<file path="src/rtl/lfsr_prng.sv">
// lfsr_prng: parametrised Fibonacci LFSR pseudo-random source with a
// valid/ready output stream. The state shifts left and the feedback bit
// enters at bit 0. STEPS shifts separate consecutive delivered words.
// A seed load has priority over everything else. Loading the lock-up value
// substitutes SEED and pulses lockup for one cycle.
// Optional feature macro: LFSR_PRNG_WORD_COUNT_EN adds the word_count output,
// which counts accepted words.
module lfsr_prng #(
  parameter int          WIDTH = 32,
  parameter logic [63:0] TAPS  = 64'h0000_0000_8020_0003,
  parameter logic [63:0] SEED  = 64'h0000_0000_0073_00F6,
  parameter bit          XNOR  = 1'b1,
  parameter int          STEPS = 1
) (
  input  logic             clock,
  input  logic             reset,
  input  logic             enable,
  input  logic             load,
  input  logic [WIDTH-1:0] seed_in,
  output logic [WIDTH-1:0] m_data,
  output logic             m_valid,
  input  logic             m_ready,
  output logic             lockup
`ifdef LFSR_PRNG_WORD_COUNT_EN
  ,
  output logic [31:0]      word_count
`endif
);

  localparam logic [WIDTH-1:0] TAPS_W    = TAPS[WIDTH-1:0];
  localparam logic [WIDTH-1:0] SEED_W    = SEED[WIDTH-1:0];
  // XNOR feedback can never leave the all-ones state; XOR feedback can never leave all-zeros.
  localparam logic [WIDTH-1:0] LOCK_VAL  = {WIDTH{XNOR}};
  localparam logic [7:0]       LAST_STEP = 8'(STEPS - 1);

  typedef enum logic [1:0] {
    IDLE = 2'd0,
    HOLD = 2'd1,
    STEP = 2'd2
  } state_t;

  state_t           r_fsm;
  state_t           w_fsm_next;
  logic [WIDTH-1:0] r_state;
  logic [WIDTH-1:0] w_state_next;
  logic [WIDTH-1:0] w_shifted;
  logic [7:0]       r_cnt;
  logic [7:0]       w_cnt_next;
  logic             r_lockup;
  logic             w_lockup_next;
  logic             w_fb;
  logic             w_hs;
  logic             w_seed_locked;

  assign w_fb          = (^(r_state & TAPS_W)) ^ XNOR;
  assign w_shifted     = {r_state[WIDTH-2:0], w_fb};
  assign w_hs          = (r_fsm == HOLD) && m_ready;
  assign w_seed_locked = (seed_in == LOCK_VAL);

  assign m_data  = r_state;
  assign m_valid = (r_fsm == HOLD);
  assign lockup  = r_lockup;

  // State register: FSM, LFSR state, inter-word step counter and lock-up pulse.
  always_ff @(posedge clock or posedge reset) begin
    if (reset) begin
      r_fsm    <= IDLE;
      r_state  <= SEED_W;
      r_cnt    <= 8'd0;
      r_lockup <= 1'b0;
    end else begin
      r_fsm    <= w_fsm_next;
      r_state  <= w_state_next;
      r_cnt    <= w_cnt_next;
      r_lockup <= w_lockup_next;
    end
  end

  // Next-state logic: a load overrides any handshake or step in progress.
  always_comb begin
    w_fsm_next    = r_fsm;
    w_state_next  = r_state;
    w_cnt_next    = r_cnt;
    w_lockup_next = 1'b0;
    if (load) begin
      w_fsm_next    = IDLE;
      w_cnt_next    = 8'd0;
      w_state_next  = w_seed_locked ? SEED_W : seed_in;
      w_lockup_next = w_seed_locked;
    end else begin
      case (r_fsm)
        IDLE: begin
          if (enable) w_fsm_next = HOLD;
        end
        HOLD: begin
          if (w_hs) begin
            w_state_next = w_shifted;
            if (STEPS == 1) begin
              w_fsm_next = enable ? HOLD : IDLE;
            end else begin
              w_fsm_next = STEP;
              w_cnt_next = 8'd1;
            end
          end
        end
        STEP: begin
          w_state_next = w_shifted;
          if (r_cnt == LAST_STEP) begin
            w_cnt_next = 8'd0;
            w_fsm_next = enable ? HOLD : IDLE;
          end else begin
            w_cnt_next = r_cnt + 8'd1;
          end
        end
        default: w_fsm_next = IDLE;
      endcase
    end
  end

`ifdef LFSR_PRNG_WORD_COUNT_EN
  logic [31:0] r_word_count;

  assign word_count = r_word_count;

  // Accepted-word counter; wraps naturally and is cleared by a load.
  always_ff @(posedge clock or posedge reset) begin
    if (reset) begin
      r_word_count <= 32'd0;
    end else if (load) begin
      r_word_count <= 32'd0;
    end else if (w_hs) begin
      r_word_count <= r_word_count + 32'd1;
    end
  end
`endif

endmodule

</file>
<file path="config.mk">
export PLATFORM = sky130hd
export DESIGN_NAME = lfsr_prng
export DESIGN_NICKNAME = d
export VERILOG_FILES = /design/src/rtl/lfsr_prng.sv
export SDC_FILE = /design/constraint.sdc
export NUM_CORES = 1
export LEC_CHECK = 0
export ABC_AREA = 1
export CAP_MARGIN = 5
export CORE_AREA = 2 2 67 69
export DETAILED_ROUTE_END_ITERATION = 8
export DIE_AREA = 0 0 69 71
export GPL_TIMING_DRIVEN = 0
export HOLD_SLACK_MARGIN = 0.15
export PLACE_DENSITY = 0.83
export SLEW_MARGIN = 10
export SYNTH_ARGS = -nofsm -noshare
export SYNTH_HDL_FRONTEND = slang
export SYNTH_SLANG_ARGS = --single-unit
</file>
<file path="constraint.sdc">
create_clock -name clock -period 2.8 [get_ports clock]
set_clock_uncertainty 0.15 [all_clocks]
set_input_delay 0.28 -clock clock [delete_from_list [all_inputs] [get_ports clock]]
set_output_delay 0.28 -clock clock [all_outputs]
set_load 0.005 [all_outputs]
</file>
Yosys cells after proc, flatten, opt, wreduce, memory -nomap -nowiden
Cells that the tools add are included.
- logic and storage cells: 34
- bits in registers: 43
- reductions and logical operators: 8
- bitwise gates (word level): 1
- eq/ne operators: 6
- multiplexer cells: 14
- add/sub/neg operators: 1
- operator list (cell ; number):
    $mux 32 ; 3
    $pmux 32 s2 ; 1
    $eq 32x32->1 const B ; 1
    $reduce_xor 32->1 ; 1
    $mux 8 ; 3
    $add 8x1->8 const B ; 1
    $logic_not 8->1 ; 1
    $mux 2 ; 4
    $ne 3x3->1 const B ; 2
    $pmux 2 s3 ; 1
    $ne 3x2->1 const B ; 1
    $reduce_and 3->1 ; 1
    $reduce_bool 3->1 ; 1
    $eq 2x1->1 const B ; 1
    $eq 2x2->1 const B ; 1
    $logic_not 2->1 ; 1
    $mux 1 ; 2
    $reduce_and 2->1 ; 1
    $reduce_bool 2->1 ; 1
    $logic_and 1x1->1 ; 1
    $not 1->1 ; 1

Depth between registers and ports, before layout
- depth after elaboration: 5
- gate-level depth with buffers: 8
- depth with buffers taken out: 7

Worst setup path before layout
OpenSTA, ideal clock, no wires.
- path kind: register to register
- start point: register r_state[1], in the netlist m_data[1]
- end point: register r_state[0], in the netlist m_data[0]
- data arrival time: 977 ps
- setup time: 126 ps
- clock period less this slack: 1253 ps
- buffers on the path: 0
- stages on the path, launching flop included: 8
- setup slack: 1547 ps
- cell sequence: dfstp_2 > inv_1 > nand2_1 > nand2_1 > nand2_1 > nand2_1 > o21ai_0 > a21oi_1
- longest elaborated chain between the ends: 5
- ends and longest elaborated chain (element ; RTL line ; text):
    start: declaration ; 44 ; logic [WIDTH-1:0] r_state;
    start signal: assignment ; 73 ; r_state <= w_state_next;
    $reduce_xor 32->1 * ; 55 ; assign w_fb = (^(r_state & TAPS_W)) ^ XNOR;
    $not 1->1 (no line) * ; - ;
    $mux 32 ; 96 ; if (w_hs) begin
    $pmux 32 s2 * ; 91 ; case (r_fsm)
    $mux 32 * ; 85 ; if (load) begin
Every way passes the cells marked *; elsewhere a longest branch is shown, timed or not. The select of a mux whose other input is x is not followed.
A chain may end at the register's enable or synchronous reset.

Worst setup path in the final report
- start point: register r_state[7], in the netlist m_data[7]
- end point: output m_data[7]
- RTL lines (element ; RTL line ; text):
    end: declaration ; 20 ; output logic [WIDTH-1:0] m_data,
No word-level cell between the ends.

==> results.toml <==
[sta]
timing.fmax_mhz = 557
finalWorstSetupSlack_ps = 1000
post-route-min-period_ps = 1800
rsz0062_at_grt = "no"
worstMarginPinSlew_ps = 719
fin_setup_tns_ps = 0
relSlewSlack_pct = 52.0
drv_slew = 0
finalHoldViolations = 0
setup_violations = 0
whs_ps = 279
period_share_pct = 64.2

[routing]
wl_met2_um = 2520
wl_met3_um = 361
wl_per_cell_um = 12.9
drcViolationCount = 0
topRoutingLayerUsed = "met4"
drt-initial-drc-count = 187
num_vias = 2052
ant_nets = 0
dr.pass1.iters = 4
via_per_inst = 5.00
wl_um = 5280
m1WireLength_um = 2280

[cells_and_area]
nets = 394
final_cell_mix = "nand2_1 (105), clkdlybuf4s50_1 (70), inv_1 (30), o21ai_0 (28)"
fill_cells = 391
final_area_sq_mm = 0.00276
area.growth.synth_to_final_pct = 44.3
antenna_cells = 0
final_common_cell = "nand2_1"
drive_above_1_share_pct = 9.78

[global_route]
grt_max_degree = 35
overflow = 0
antenna_found_initial = 0
first_global_vias = 1831
grt_pass1_wl_um = 8600
track_usage_pct = 22.4

[floorplan]
die-area_sq_mm = 0.00490
ioPinCount = 71
rows = 24
design.core.area_sq_mm = 0.00420
start_util_pct = 45.4
dieWidth_um = 69
die_h_um = 71

[synthesis]
synth_area_leader_cell = "dfrtp_1"
netlist_area_sq_mm = 0.00191
ys.flop_type = "dfrtp_1"
synth.yosys.seq_area_share_pct = 45.3
synth_cell_type_count = 18
post_synth.cell_area_avg_sq_um = 6.82
yosysWarnings = 0
synthCells = 280
synthesis.nets = 317
yosys.area.top_type_share_pct = 30.1
synthArstFlopShare_pct = 100
synth_edf_count = 0
synth_area_leaders = "dfrtp_1 (30%), nand2_1 (21%), dfstp_2 (15%)"
ys_seq_elements = 34

[placement]
port_buffers = 70
dp_slack_ps = 958
gp_congestion = 0.871
post_dp_cell_area_sq_mm = 0.00268
dp_hpwl_um = 3870

[critical_path]
required_ps = 2370
crit_chain = "clkdlybuf4s50_1"
crit_family = "flip-flops"
slowest_delay_ps = 570
r2r_setup_slack_ps = 1350
endpoint_kind = "output port"
slowest_stage = "dfstp_2"
crit_fanout = 3
arrival_ps = 1370
path_buf_inv = 1
start_kind = "flip-flop"
path_class = "flip-flop to output port"

[status]
status = "finished clean"

[clock_tree]
htreeDepth = 2
cts_buffer_depth = 2
clock_latency_ps = 290
cts-resized-gates = 0
ctsHoldBuffers = 0
clockRootBuffer = "clkbuf_8"
clkSinkCount = 34
cts_tree = "done"
cts_setup_buffers = 0
cts_buffers = 5
clk_pin_slew_ps = 70

[pwr]
power.leakage_nw = 1.35
power_density_mw_per_mm2 = 477
ir_drop_mv = 0.230

[run]
drv_cap = 0

[min_path]
holdCritPathClass = "input port to async pin"
[area by class of cell]
type                       instances  area, sq um  share of cell area (%)
multi-input combinational        200          852                    30.9
buffer                            14         73.8                    2.68
clock buffer                       8         80.1                    2.91
tap                               52         65.1                    2.36
timing repair buffer              70          701                    25.4
inverter                          32          120                    4.36
sequential                        34          865                    31.4
[sequential cells by signal (all words and copies together) (netlist names)]
signal / flops
lockup: 1
m_data: 32
r_fsm: 1
[path summary, 6_finish.rpt]
path | startpoint | endpoint | depth (start not counted)
worst max-delay path | m_data[7]$_DFFE_PP1P_ | m_data[7] | 1
worst min-delay path | reset | m_data[15]$_DFFE_PP0P_ | 2
worst max register to register | r_fsm[0]$_DFFE_PP0P_ | m_data[4]$_DFFE_PP1P_ | 6
worst min register to register | m_data[16]$_DFFE_PP1P_ | m_data[16]$_DFFE_PP1P_ | 2
max in group asynchronous | reset | m_data[9]$_DFFE_PP0P_ | 2
min in group clock | m_data[16]$_DFFE_PP1P_ | m_data[16]$_DFFE_PP1P_ | 2
[layer usage]
| layer | vias up | global-route usage (%) |
|---|---|---|
| met5 | - | 0 |
| met2 | 83 | 34.8 |
| met1 | 934 | 29.0 |
| met4 | 0 | 10.7 |
| li1 | 1024 | - |
| met3 | 11 | 6.27 |
[cells in the mapped netlist, types with 2 or more instances]
cell type,instances
nor2_2,2
o21ai_1,5
nand2_2,3
buf_2,10
dfstp_2,11
a21oi_1,22
inv_1,31
nand3_1,10
nand2_1,105
dfrtp_1,23
o21ai_0,28
clkbuf_1,2
nor2_1,23
[kinds of logic (layout without fill, tap and decap cells)]
family	Yosys count	count (layout)	share of synthesized area [%]
DFF	34	34	45.3
buffers and inverters	46	124	10.2
and+or+nand+nor	143	143	29.4
AOI/OAI and AO/OA	57	57	15.2
[worst reg2reg max path: cells and delay by family, from the launching register on]
family | cells | cell delay [ps]
compound gates | 1 | 80
flops | 1 | 400
simple gates | 3 | 400
buf+inv | 2 | 330
[report_power, final]
part | total, mW | switching, mW | internal [mW] | leakage (nW)
registers | 0.610 | 0.0474 | 0.562 | 0.390
clock network | 0.355 | 0.179 | 0.177 | 0.0395
logic | 0.351 | 0.155 | 0.196 | 0.918
[stage by stage]
step	util, %	power, mW	std cells
finish	65.6	1.32	410
global placement	63.7	0.960	402
global route	65.6	1.39	410
floorplan	-	0.757	280
CTS	65.6	1.32	410
detailed placement	63.7	0.969	402
Note: power is estimated with default switching activity, not from simulation.
